===== config.mk =====
export PLATFORM = sky130hd
export DESIGN_NAME = sprw_result_fifo_flat
export DESIGN_NICKNAME = d
export VERILOG_FILES = /design/src/rtl/sprw_result_fifo_pkg.sv /design/src/rtl/sprw_result_fifo_if.sv /design/src/rtl/sprw_result_fifo_ptr.sv /design/src/rtl/sprw_result_fifo.sv /design/src/flat_wrapper.sv
export SDC_FILE = /design/constraint.sdc
export NUM_CORES = 1
export LEC_CHECK = 0
export BUFFER_PORTS_ARGS = -buffer_cell sky130_fd_sc_hd__buf_2
export CAP_MARGIN = 20
export CORE_AREA = 2 2 161 179
export CTS_BUF_LIST = sky130_fd_sc_hd__clkbuf_4
export CTS_CLUSTER_DIAMETER = 120
export DETAILED_ROUTE_END_ITERATION = 12
export DIE_AREA = 0 0 163 181
export PLACE_DENSITY = 0.48
export SLEW_MARGIN = 25
export SYNTH_ARGS = -nofsm -noshare
export SYNTH_HDL_FRONTEND = slang
export SYNTH_SLANG_ARGS = --single-unit

===== constraint.sdc =====
create_clock -name clk -period 4.3 [get_ports clk]
set_clock_uncertainty 0.15 [all_clocks]
set_input_delay 0.86 -clock clk [delete_from_list [all_inputs] [get_ports clk]]
set_output_delay 0.86 -clock clk [all_outputs]
set_load 0.02 [all_outputs]

===== src/rtl/sprw_result_fifo_pkg.sv =====
// Shared types for the Sparrow result FIFO: the SIMD word type, the buffered
// entry (result word plus op1 tag) and the default FIFO depth.
package sprw_result_fifo_pkg;

  typedef logic [31:0] sprw_word_t;

  typedef struct packed {
    sprw_word_t  data;
    logic [4:0]  tag;
  } sprw_res_entry_t;

  localparam int SPRW_RES_FIFO_DEPTH = 4;

  // Bundle a result word and its tag into one storage entry.
  function automatic sprw_res_entry_t sprw_res_pack(input sprw_word_t data,
                                                    input logic [4:0] tag);
    sprw_res_entry_t e;
    e.data = data;
    e.tag  = tag;
    return e;
  endfunction

endpackage


===== src/rtl/sprw_result_fifo_if.sv =====
// Consumer-side valid/ready bus of the result FIFO. The FIFO is the master
// (drives valid and the two result halves), the sink is the slave.
interface sprw_result_fifo_if;
  logic        out_valid;
  logic        out_ready;
  logic [15:0] out_lo;
  logic [15:0] out_hi;
  logic [4:0]  out_tag;

  modport master (output out_valid, output out_lo, output out_hi,
                  output out_tag, input out_ready);
  modport slave  (input out_valid, input out_lo, input out_hi,
                  input out_tag, output out_ready);
endinterface


===== src/rtl/sprw_result_fifo_ptr.sv =====
// Wrap-bit read/write pointer pair for the result FIFO. Derives full/empty,
// occupancy and the sticky overflow flag. A push into a full FIFO is only
// accepted when a pop frees the head slot in the same cycle.
module sprw_result_fifo_ptr #(
  parameter int DEPTH = 4
) (
  input  logic                     clk,
  input  logic                     rst,
  input  logic                     i_push,
  input  logic                     i_pop,
  output logic                     o_write,
  output logic                     o_empty,
  output logic [$clog2(DEPTH)-1:0] o_wr_idx,
  output logic [$clog2(DEPTH)-1:0] o_rd_idx,
  output logic [$clog2(DEPTH):0]   o_count,
  output logic                     o_ovf
);
  localparam int AW = $clog2(DEPTH);

  logic [AW:0] r_wr;
  logic [AW:0] r_rd;
  logic        r_ovf;
  logic        w_full;
  logic        w_read;

  assign w_full   = (r_wr[AW] != r_rd[AW]) && (r_wr[AW-1:0] == r_rd[AW-1:0]);
  assign o_empty  = (r_wr == r_rd);
  assign o_write  = i_push & (~w_full | i_pop);
  assign w_read   = i_pop & ~o_empty;
  assign o_wr_idx = r_wr[AW-1:0];
  assign o_rd_idx = r_rd[AW-1:0];
  assign o_count  = r_wr - r_rd;
  assign o_ovf    = r_ovf;

  // Pointer advance and sticky overflow on a dropped push.
  always_ff @(posedge clk) begin
    if (rst) begin
      r_wr  <= '0;
      r_rd  <= '0;
      r_ovf <= 1'b0;
    end else begin
      if (o_write) r_wr <= r_wr + (AW+1)'(1);
      if (w_read)  r_rd <= r_rd + (AW+1)'(1);
      if (i_push && w_full && !i_pop) r_ovf <= 1'b1;
    end
  end

endmodule


===== src/rtl/sprw_result_fifo.sv =====
// Result FIFO behind the Sparrow SIMD unit: captures each written-back result
// with its op1 tag, presents it to the sink as two 16-bit halves over
// valid/ready, and raises stall_req before the buffer can overflow.
// Optional cut-through forwarding into an empty FIFO: SPRW_RES_FWD_EN.
module sprw_result_fifo
  import sprw_result_fifo_pkg::*;
#(
  parameter int DEPTH     = SPRW_RES_FIFO_DEPTH,
  parameter int AFULL_LVL = DEPTH - 1
) (
  input  logic                   clk,
  input  logic                   rst,
  input  logic                   i_holdn,
  input  logic                   i_res_we,
  input  sprw_word_t             i_res_data,
  input  logic [4:0]             i_res_tag,
  sprw_result_fifo_if.master     io_out,
  output logic                   o_stall_req,
  output logic [$clog2(DEPTH):0] o_count,
  output logic                   o_ovf
);
  localparam int AW = $clog2(DEPTH);
  localparam int CW = AW + 1;

  sprw_res_entry_t r_mem [DEPTH];
  sprw_res_entry_t r_last;
  sprw_res_entry_t w_head;
  logic            w_push;
  logic            w_pop;
  logic            w_fwd;
  logic            w_ptr_push;
  logic            w_write;
  logic            w_empty;
  logic            w_valid;
  logic [AW-1:0]   w_wr_idx;
  logic [AW-1:0]   w_rd_idx;

  assign w_push = i_res_we & i_holdn;
  assign w_pop  = w_valid & io_out.out_ready;

`ifdef SPRW_RES_FWD_EN
  assign w_fwd = w_empty & w_push;
`else
  assign w_fwd = 1'b0;
`endif

  // A forwarded entry consumed in the same cycle never touches the storage.
  assign w_ptr_push = w_push & ~(w_fwd & io_out.out_ready);

  sprw_result_fifo_ptr #(.DEPTH(DEPTH)) u_ptr (
    .clk      (clk),
    .rst      (rst),
    .i_push   (w_ptr_push),
    .i_pop    (w_pop),
    .o_write  (w_write),
    .o_empty  (w_empty),
    .o_wr_idx (w_wr_idx),
    .o_rd_idx (w_rd_idx),
    .o_count  (o_count),
    .o_ovf    (o_ovf)
  );

  // Storage write; contents are meaningless until the pointers cover them.
  always_ff @(posedge clk) begin
    if (w_write) r_mem[w_wr_idx] <= sprw_res_pack(i_res_data, i_res_tag);
  end

  // Last consumed entry, shown on the bus while the FIFO is empty.
  always_ff @(posedge clk) begin
    if (rst)        r_last <= '0;
    else if (w_pop) r_last <= w_head;
  end

  // Head selection: stored head, last popped value, or the cut-through input.
  always_comb begin
    w_valid = ~w_empty;
    w_head  = w_empty ? r_last : r_mem[w_rd_idx];
    if (w_fwd) begin
      w_valid = 1'b1;
      w_head  = sprw_res_pack(i_res_data, i_res_tag);
    end
  end

  assign io_out.out_valid = w_valid;
  assign io_out.out_lo    = w_head.data[15:0];
  assign io_out.out_hi    = w_head.data[31:16];
  assign io_out.out_tag   = w_head.tag;
  assign o_stall_req      = (o_count >= CW'(AFULL_LVL));

endmodule


===== src/flat_wrapper.sv =====
// flat-port wrapper written by rule: the top's interface ports become plain ports
module sprw_result_fifo_flat import sprw_result_fifo_pkg::*;
#(
  parameter int DEPTH     = SPRW_RES_FIFO_DEPTH,
  parameter int AFULL_LVL = DEPTH - 1
)
  (clk, rst, i_holdn, i_res_we, i_res_data, i_res_tag, o_stall_req, o_count, o_ovf, io_out_out_valid, io_out_out_lo, io_out_out_hi, io_out_out_tag, io_out_out_ready);
  sprw_result_fifo_if io_out_i ();
  input  logic clk;
  input  logic rst;
  input  logic i_holdn;
  input  logic i_res_we;
  input  sprw_word_t i_res_data;
  input  logic [4:0] i_res_tag;
  output logic o_stall_req;
  output logic [$clog2(DEPTH):0] o_count;
  output logic o_ovf;
  output wire logic [$bits(io_out_i.out_valid)-1:0] io_out_out_valid;
  output wire logic [$bits(io_out_i.out_lo)-1:0] io_out_out_lo;
  output wire logic [$bits(io_out_i.out_hi)-1:0] io_out_out_hi;
  output wire logic [$bits(io_out_i.out_tag)-1:0] io_out_out_tag;
  input wire logic [$bits(io_out_i.out_ready)-1:0] io_out_out_ready;
  assign io_out_out_valid = io_out_i.out_valid;
  assign io_out_out_lo = io_out_i.out_lo;
  assign io_out_out_hi = io_out_i.out_hi;
  assign io_out_out_tag = io_out_i.out_tag;
  assign io_out_i.out_ready = io_out_out_ready;
  sprw_result_fifo #(.DEPTH(DEPTH), .AFULL_LVL(AFULL_LVL)) u_core (.clk(clk), .rst(rst), .i_holdn(i_holdn), .i_res_we(i_res_we), .i_res_data(i_res_data), .i_res_tag(i_res_tag), .io_out(io_out_i), .o_stall_req(o_stall_req), .o_count(o_count), .o_ovf(o_ovf));
endmodule

Word-level counts from Yosys, hierarchy flattened
Memory sizes are Yosys's and may differ from the RTL's. A register that Yosys moved wholly into a read port is not among the register bits.
Index checks and enable logic that the tools add are counted.
{"block": "word_totals", "reg_bits": 44, "ramBits": 148, "inputBits": 42, "out_inout_bits": 43, "wordCells": 29, "n_memories": 1}
{"block": "op_classes", "add_sub_neg": 3, "order_cmp": 1, "eq_ne": 3, "mux": 5, "bitwise": 7, "n_reduce_logical": 4}
{"name": "u_core.r_mem", "words": 4, "word_bits": 37, "rd": 1, "rd_clocked_by_memory_dff": 1, "wr": 1, "line": "sprw_result_fifo.sv:25", "rtl": "sprw_res_entry_t r_mem [DEPTH];"}
{"op": "two-way mux 37 bit", "count": 1}
{"op": "adder 3 x 1 -> 3 bit, second input constant", "count": 2}
{"op": "AND 1 bit", "count": 4}
{"op": "two-way mux 2 bit", "count": 2}
{"op": "== test 3 bit", "count": 1}
{"op": "greater-or-equal comparator 3 x 2 -> 1 bit, second input constant", "count": 1}
{"op": "logical AND 1 bit", "count": 3}
{"op": "subtractor 3 bit", "count": 1}
{"op": "== test 2 bit", "count": 1}
{"op": "two-way mux 1 bit", "count": 2}
{"op": "NOT 1 bit", "count": 2}
{"op": "logical NOT 1 bit", "count": 1}
{"op": "!= test 1 bit", "count": 1}
{"op": "bitwise OR 1 bit", "count": 1}

Longest topological paths before layout
Gate-level depths: netlist (run 1).
{"block": "logic_depth", "word_depth": 7, "depth_mapped": 7, "ltp_nobuf": 6}

Modules after synthesis
Synthesis (run 1) repeated with hierarchy kept, for this count alone.
{"block": "hier_totals", "hier_cells": 506, "hier_area_um2": 7696.1}
{"module": "sprw_result_fifo", "n_inst": 1, "cells_each": 452, "area_per_inst_um2": 7200.7, "seq_area_each_um2": 5185.0}
{"module": "sprw_result_fifo_ptr", "n_inst": 1, "cells_each": 54, "area_per_inst_um2": 495.5, "seq_area_each_um2": 140.1}

Worst setup path before layout (run 1)
OpenSTA, ideal clock, no wires.
{"block": "synth_path", "kind": "register to register", "startpoint": "register u_core.u_ptr.r_wr[0]", "endpoint": "register u_core.u_ptr.r_wr[2]", "setup_ns": 0.125, "t_arrival_ns": 3.357, "t_required_ns": 4.025, "setup_slack_ns": 0.668, "path_stages_with_launch": 6, "path_buffers": 0, "period_less_slack_ns": 3.632, "cell_sequence": "dfxtp_1 inv_1 ha_1 and2_1 a31oi_1 mux2_2"}
{"block": "synth_via", "elab_chain_len": 5, "word_cells_on_any_way": 9, "classes_between": "add/sub: 1; eq/ne: 2; bitwise: 5; reduce/logical: 1"}
{"item": "start, declared", "line": "sprw_result_fifo_ptr.sv:20", "rtl": "logic [AW:0] r_wr;"}
{"item": "start signal, assigned", "line": "sprw_result_fifo_ptr.sv:42", "rtl": "if (o_write) r_wr <= r_wr + (AW+1)'(1);"}
{"item": "== test 3 bit / == test 2 bit (equally long branches)", "line": "sprw_result_fifo_ptr.sv:27, sprw_result_fifo_ptr.sv:26"}
{"item": "NOT 1 bit / logical AND 1 bit (equally long branches)", "line": "sprw_result_fifo.sv:76, sprw_result_fifo_ptr.sv:26"}
{"item": "AND 1 bit / NOT 1 bit (equally long branches)", "line": "sprw_result_fifo.sv:39, sprw_result_fifo_ptr.sv:28"}
{"item": "bitwise OR 1 bit", "line": "sprw_result_fifo_ptr.sv:28", "rtl": "assign o_write = i_push & (~w_full | i_pop);"}
{"item": "AND 1 bit", "line": "sprw_result_fifo_ptr.sv:28"}
Parallel ways exist; a longest one is shown, timed or not.
A chain may end at the register's enable or synchronous reset.

Worst setup path in the final report (run 1)
{"block": "layout_path", "startpoint": "register u_core.u_ptr.r_wr[0]", "endpoint": "output io_out_out_lo[11]"}
{"block": "layout_via", "elab_chain_len": 2}
{"item": "== test 3 bit", "line": "sprw_result_fifo_ptr.sv:27", "rtl": "assign o_empty = (r_wr == r_rd);"}
{"item": "two-way mux 37 bit", "line": "sprw_result_fifo.sv:77", "rtl": "w_head = w_empty ? r_last : r_mem[w_rd_idx];"}
{"item": "end, declared", "line": "flat_wrapper.sv:19", "rtl": "output wire logic [$bits(io_out_i.out_lo)-1:0] io_out_out_lo;"}
Every way passes these cells.

==> flow_summary.ini, run 1 <==
[cts]
holdBufCountCts = 0
clk_pin_slew_ns = 0.17
clkSinkCount = 194
cts_tree = built
clk_latency_ns = 0.55
cts_root_buffer = clkbuf_4
cts_setup_buffers = 0
ctsResizeCount = 0
clockBufferDepth = 2
cts_buffers = 17
h-tree-depth = 4

[timing]
slew_headroom_pct = 52.4
post-route-period-util_pct = 91.4
fin_setup_tns_ns = 0
finalHoldViolations = 0
rsz0062_at_grt = no
worst_pin_slew_ns = 0.713
period_needed_ns = 3.93
max_freq_mhz = 255
setup_violations = 0
finalMaxSlewViolations = 0

[run_status]
status = finished clean

[critical_path]
cp.arrival_ns = 2.92
crit_chain = inv_1, ha_1, nand2_2, nor2_1, buf_4, inv_2, buf_4, mux2_2, buf_2
path_class = register to primary output
crit_fanout = 25
cp-end-kind = primary output
slowest_delay_ns = 0.42
worst_path_max_delay_cell = dfxtp_1
crit_required_ns = 3.29
startpoint_type = register
critPathMostFrequentCell = buf_4

[logic_synthesis]
netlist_area_sq_um = 8200
syn_avg_cell_area_sq_um = 15.5
synth_ff_type = edfxtp_1
async_flop_share_pct = 0
synth.largest_area_cell = edfxtp_1
synth_cells = 528
ys_types = 39
synth-seq-area-share_pct = 65.5
yosys_warnings = 0
synth_seq_cells = 194
netlist_top_cells_count = edfxtp_1, o21ai_0, dfxtp_1, inv_1, clkbuf_1
synth_top_area_share_pct = 54.2
synth_nets = 578
yosysMostFrequentCell = edfxtp_1
synthTopCellsByArea = edfxtp_1, dfxtp_1, mux4_2
synth_edf_count = 148

[place]
port_buffers = 84
dpl.cell_count = 947
place_congestion = 0.722
dp_hpwl_um = 12800
postPlaceCellArea_sq_um = 9040

[floorplanning]
die-area_sq_um = 29500
die_y_um = 181
rows = 64
start_util_pct = 29.7
fp.dieW_um = 163
ios = 85
coreArea_sq_um = 27600

[pwr]
leakagePower_uw = 0.00329
irDropWorstVdd_mv = 0.182
p_per_area_nw_per_um2 = 476

[final_layout]
seq_area_sq_um = 5370
area_growth_pct = 13.6
fillers = 2675
drive_gt1_share_pct = 29.9
multi_input_area_sq_um = 2520
fin_area_sq_um = 9310
nets = 653
layoutNonFillerInstCount = 980

[route]
drt-vias-per-instance = 5.12
wl_per_cell_um = 20.3
drtIter0Drc = 300
routed_wl_um = 19900
drc = 0
route.vias.total = 5014
drt_pass1_iterations = 5
final_antenna_net_count = 0

[worst_hold_path]
worst_hold_path_type = primary input to register

[grt]
grt_pass1_wl_um = 30100
grt_usage_pct = 13.7
grt_max_degree = 67
gr-total-overflow = 0
antenna_found_initial = 3
grt_pass1_vias = 5056

[flow_run]
cap_viol_max_count = 0
## layout make-up
| cell class | instances | share of cell area, % |
|---|---|---|
| sequential | 194 | 57.6 |
| multi-input combinational | 254 | 27.0 |
| timing repair buffer | 102 | 6.10 |
| tap | 363 | 4.88 |
| clock inverter | 15 | 1.56 |
| clock buffer | 17 | 1.37 |
| inverter | 34 | 1.37 |
| antenna | 1 | 0.0269 |
## metal layers
| metal | global-route usage [%] | vias up | routed length (um) |
|---|---|---|---|
| met5 | 0 | - | 21 |
| met4 | 3.89 | 4 | 232 |
| met3 | 3.08 | 18 | 765 |
| li1 | - | 2283 | - |
| met1 | 16.7 | 2568 | 8460 |
| met2 | 24.3 | 141 | 10400 |
## kinds of logic after synthesis
family | synth area share, %
buf+inv | 4.40
compound gates | 11.9
xor+xnor | 0.321
fa+ha+maj | 1.31
simple gates | 3.53
flops | 65.5
mux | 13.1
## final timing paths
check | startpoint | slack, ns | end | cells after the start
min reg2reg | u_core.u_ptr.o_ovf$_SDFFE_PP0P_ | 0.35 | u_core.u_ptr.o_ovf$_SDFFE_PP0P_ | 1
max reg2reg | u_core.u_ptr.r_wr[0]$_SDFFE_PP0N_ | 1.29 | u_core.r_mem[2][11]$_DFFE_PP_ | 6
min | i_res_data[20] | 0.35 | u_core.r_mem[1][25]$_DFFE_PP_ | 1
max | u_core.u_ptr.r_wr[0]$_SDFFE_PP0N_ | 0.37 | io_out_out_lo[11] | 9
## power by group
| group | switching [uW] | total [uW] | internal, uW |
|---|---|---|---|
| registers | 85.0 | 2230 | 2140 |
| logic | 819 | 1290 | 472 |
| clock network | 660 | 918 | 257 |
## per-stage QoR
stage	worst slack (ns)	utilization, %	hold slack, ns	power [uW]
after global routing	0.166	33.7	0.262	4670
after global placement	1.07	32.7	0.308	3550
after detailed placement	0.992	32.7	0.319	3570
after CTS	0.314	33.7	0.278	4500
final	0.372	33.7	0.349	4440
after floorplan	0.668	-	0.303	3140
## cells in the final DEF, fill, tap and decap left out, drive strengths merged, types with 3 or more instances in the layout
cell	n
edfxtp	148
buf	102
o21ai	50
dfxtp	46
inv	41
mux4	37
nand3	26
o311ai	26
o211ai	25
clkbuf	17
mux2	16
o211a	12
and3	12
a311o	12
ha	7
clkinv	6
nor2	5
nand2	4
and2	4
nor2b	3
## state kept, by name, indices dropped and copies added, names as in the netlist, named ones only
register	count
u_core.u_ptr.r_rd	3
u_core.u_ptr.r_wr	3
u_core.u_ptr.o_ovf	1
u_core.r_last	37
u_core.r_mem	148
## worst max-delay path, delay by kind of cell, from the launching register on
kind / cells / cell delay, ns
and+or+nand+nor: 2 / 0.12
muxes: 1 / 0.38
buffers and inverters: 5 / 1.08
DFF: 1 / 0.42
adders and majority gates: 1 / 0.35
Note: power is estimated with default switching activity, not from simulation.
==> run 2: changes to the inputs <==
--- a/config.mk
+++ b/config.mk
@@ -6,13 +6,13 @@
 export NUM_CORES = 1
 export LEC_CHECK = 0
 export BUFFER_PORTS_ARGS = -buffer_cell sky130_fd_sc_hd__buf_2
-export CAP_MARGIN = 20
+export CAP_MARGIN = 0
 export CORE_AREA = 2 2 161 179
 export CTS_BUF_LIST = sky130_fd_sc_hd__clkbuf_4
 export CTS_CLUSTER_DIAMETER = 120
 export DETAILED_ROUTE_END_ITERATION = 12
 export DIE_AREA = 0 0 163 181
-export PLACE_DENSITY = 0.48
+export PLACE_DENSITY = 0.49
 export SLEW_MARGIN = 25
 export SYNTH_ARGS = -nofsm -noshare
 export SYNTH_HDL_FRONTEND = slang
==> constraint.sdc (replaced) <==
create_clock -name clk -period 3.5 [get_ports clk]
set_clock_uncertainty 0.15 [all_clocks]
set_input_delay 0.7 -clock clk [delete_from_list [all_inputs] [get_ports clk]]
set_output_delay 0.7 -clock clk [all_outputs]
set_load 0.02 [all_outputs]
==> flow_summary.ini, run 2 (synthesis results as in run 1) <==
[grt]
gr-total-overflow = 0
grt_use_met1_pct = 17.1
antenna_found_initial = 4
grtUsageMet2_pct = 22.7
grt_usage_pct = 13.6
top_usage_layer = met2
grt_pass1_vias = 5188
grt_max_degree = 66
grt_pass1_wl_um = 30000
met3_usage_pct = 3.05

[final_layout]
top_regs = u_core.r_mem: 148 flops, u_core.r_last: 37 flops
final_util_pct = 33.9
nets = 651
area_growth_pct = 14.2
largest_reg_flops = 148
fin_area_sq_um = 9360
drive_gt1_share_pct = 30.0
final_common_cell = edfxtp_1
fillers = 2690
regMostFlops = u_core.r_mem
layoutNonFillerInstCount = 978
multi_input_area_sq_um = 2530
seq_area_sq_um = 5370
final_cell_mix = edfxtp_1, buf_2, o21ai_0

[cts]
cts_root_buffer = clkbuf_4
cts_tree = built
h-tree-depth = 4
holdBufCountCts = 0
clk_latency_ns = 0.57
cts_buffers = 17
clk_pin_slew_ns = 0.17
clkSinkCount = 194
clockBufferDepth = 2

[pwr]
p_per_area_nw_per_um2 = 585
leakagePower_uw = 0.00329
irDropWorstVdd_mv = 0.304

[route]
wl_per_cell_um = 19.8
drt_pass1_iterations = 5
routed_wl_um = 19400
drc = 0
final_antenna_net_count = 0
drt-vias-per-instance = 5.06
route.vias.total = 4944
drtIter0Drc = 275

[critical_path]
startpoint_type = register
worst_path_max_delay_cell = dfxtp_2
slowest_delay_ns = 0.39
crit-reg2reg-capture = u_core.r_mem[0][0]$_DFFE_PP_
cp.arrival_ns = 2.46
path_class = register to primary output
reg2reg_slack_ns = 0.50
crit_fanout = 16
timing.rr.start = u_core.u_ptr.r_wr[0]$_SDFFE_PP0N_
crit_required_ns = 2.65
cp-end-kind = primary output
crit_chain = inv_1, ha_1, nand2_2, nor2_4, inv_4, buf_6, mux2_2, buf_2
critPathBufInv = 4
worst-r2r-cell-count = 6
crit_family = buffers and inverters
crit_cells = 8

[place]
dp_hpwl_um = 12500
postPlaceCellArea_sq_um = 9050
port_buffers = 84
place_congestion = 0.764
dpl.cell_count = 944
dpl_worst_slack_ns = -0.108

[floorplanning]
coreArea_sq_um = 27600
die_y_um = 181
fp.dieW_um = 163
rows = 64
die-area_sq_um = 29500
start_util_pct = 29.7
ios = 85

[worst_hold_path]
holdCritStartpoint = i_res_data[7]
hold_end = u_core.r_mem[3][12]$_DFFE_PP_
holdPathStages = 1
worst_hold_path_type = primary input to register

[timing]
worst_pin_slew_ns = 0.998
setup_violations = 0
worst_slack_ns = 0.191
period_needed_ns = 3.31
finalMaxSlewViolations = 0
rsz0062_at_grt = no
slew_headroom_pct = 33.3
finalHoldViolations = 0
fin_setup_tns_ns = 0
post-route-period-util_pct = 94.5
max_freq_mhz = 302

[flow_run]
cap_viol_max_count = 0

[run_status]
status = finished clean
==> run 2: cell types whose count changed in the layout (fill, tap and decap cells not counted), moves of 2 or more <==
cell     change
buf_12       +4
buf_6        +2
o21ai_0      -2
inv_6        -2
buf_4        -8
o21ai_1      +2
inv_8        +2
==> run 2: how the worst max path moves through the flow <==
stage | slack [ns] | to | start
floorplan | 0.64 | u_core.u_ptr.r_wr[2]$_SDFFE_PP0N_ | u_core.u_ptr.r_wr[0]$_SDFFE_PP0N_
global placement | 0.002 | io_out_out_hi[14] | u_core.u_ptr.r_wr[0]$_SDFFE_PP0N_
detailed placement | -0.11 | io_out_out_hi[14] | u_core.u_ptr.r_wr[0]$_SDFFE_PP0N_
CTS | 0.01 | io_out_out_hi[13] | u_core.u_ptr.r_wr[2]$_SDFFE_PP0N_
global route | 0.02 | io_out_out_hi[5] | u_core.u_ptr.r_wr[0]$_SDFFE_PP0N_
finish | 0.19 | io_out_out_lo[5] | u_core.u_ptr.r_wr[0]$_SDFFE_PP0N_
==> run 2: stage by stage <==
stage | hold WS [ns] | total power (uW)
2_1_floorplan | 0.303 | 3850
3_3_place_gp | 0.312 | 4360
3_5_place_dp | 0.318 | 4390
4_1_cts | 0.0987 | 5550
5_1_grt | 0.103 | 5770
6_report | 0.174 | 5480
==> run 2: timing repair <==
action                                  in CTS  in global routing
endpoints found under the setup margin      38                 33
pin swaps                                    1                  0
gates resized for setup                      6                  5
buffers inserted                             1                  0
==> run 2: metal layers <==
metal	share of wire [%]	up-vias
met5	0.13	-
met4	2.1	4
met3	3.7	27
met2	51	109
met1	43	2529
li1	-	2275
==> run 2: power breakdown <==
group	internal (uW)	switching, uW
logic	614	1040
registers	2630	76.3
clock network	315	804
==> run 2: layout make-up <==
cell class / count / share of cell area, %
diodes: 1 / 0.0267
multi-input cells: 254 / 27.0
clock inverters: 15 / 1.52
inverters: 34 / 1.39
clock buffers: 17 / 1.36
flip-flops and latches: 194 / 57.3
repair buffers: 100 / 6.52
well taps: 363 / 4.85
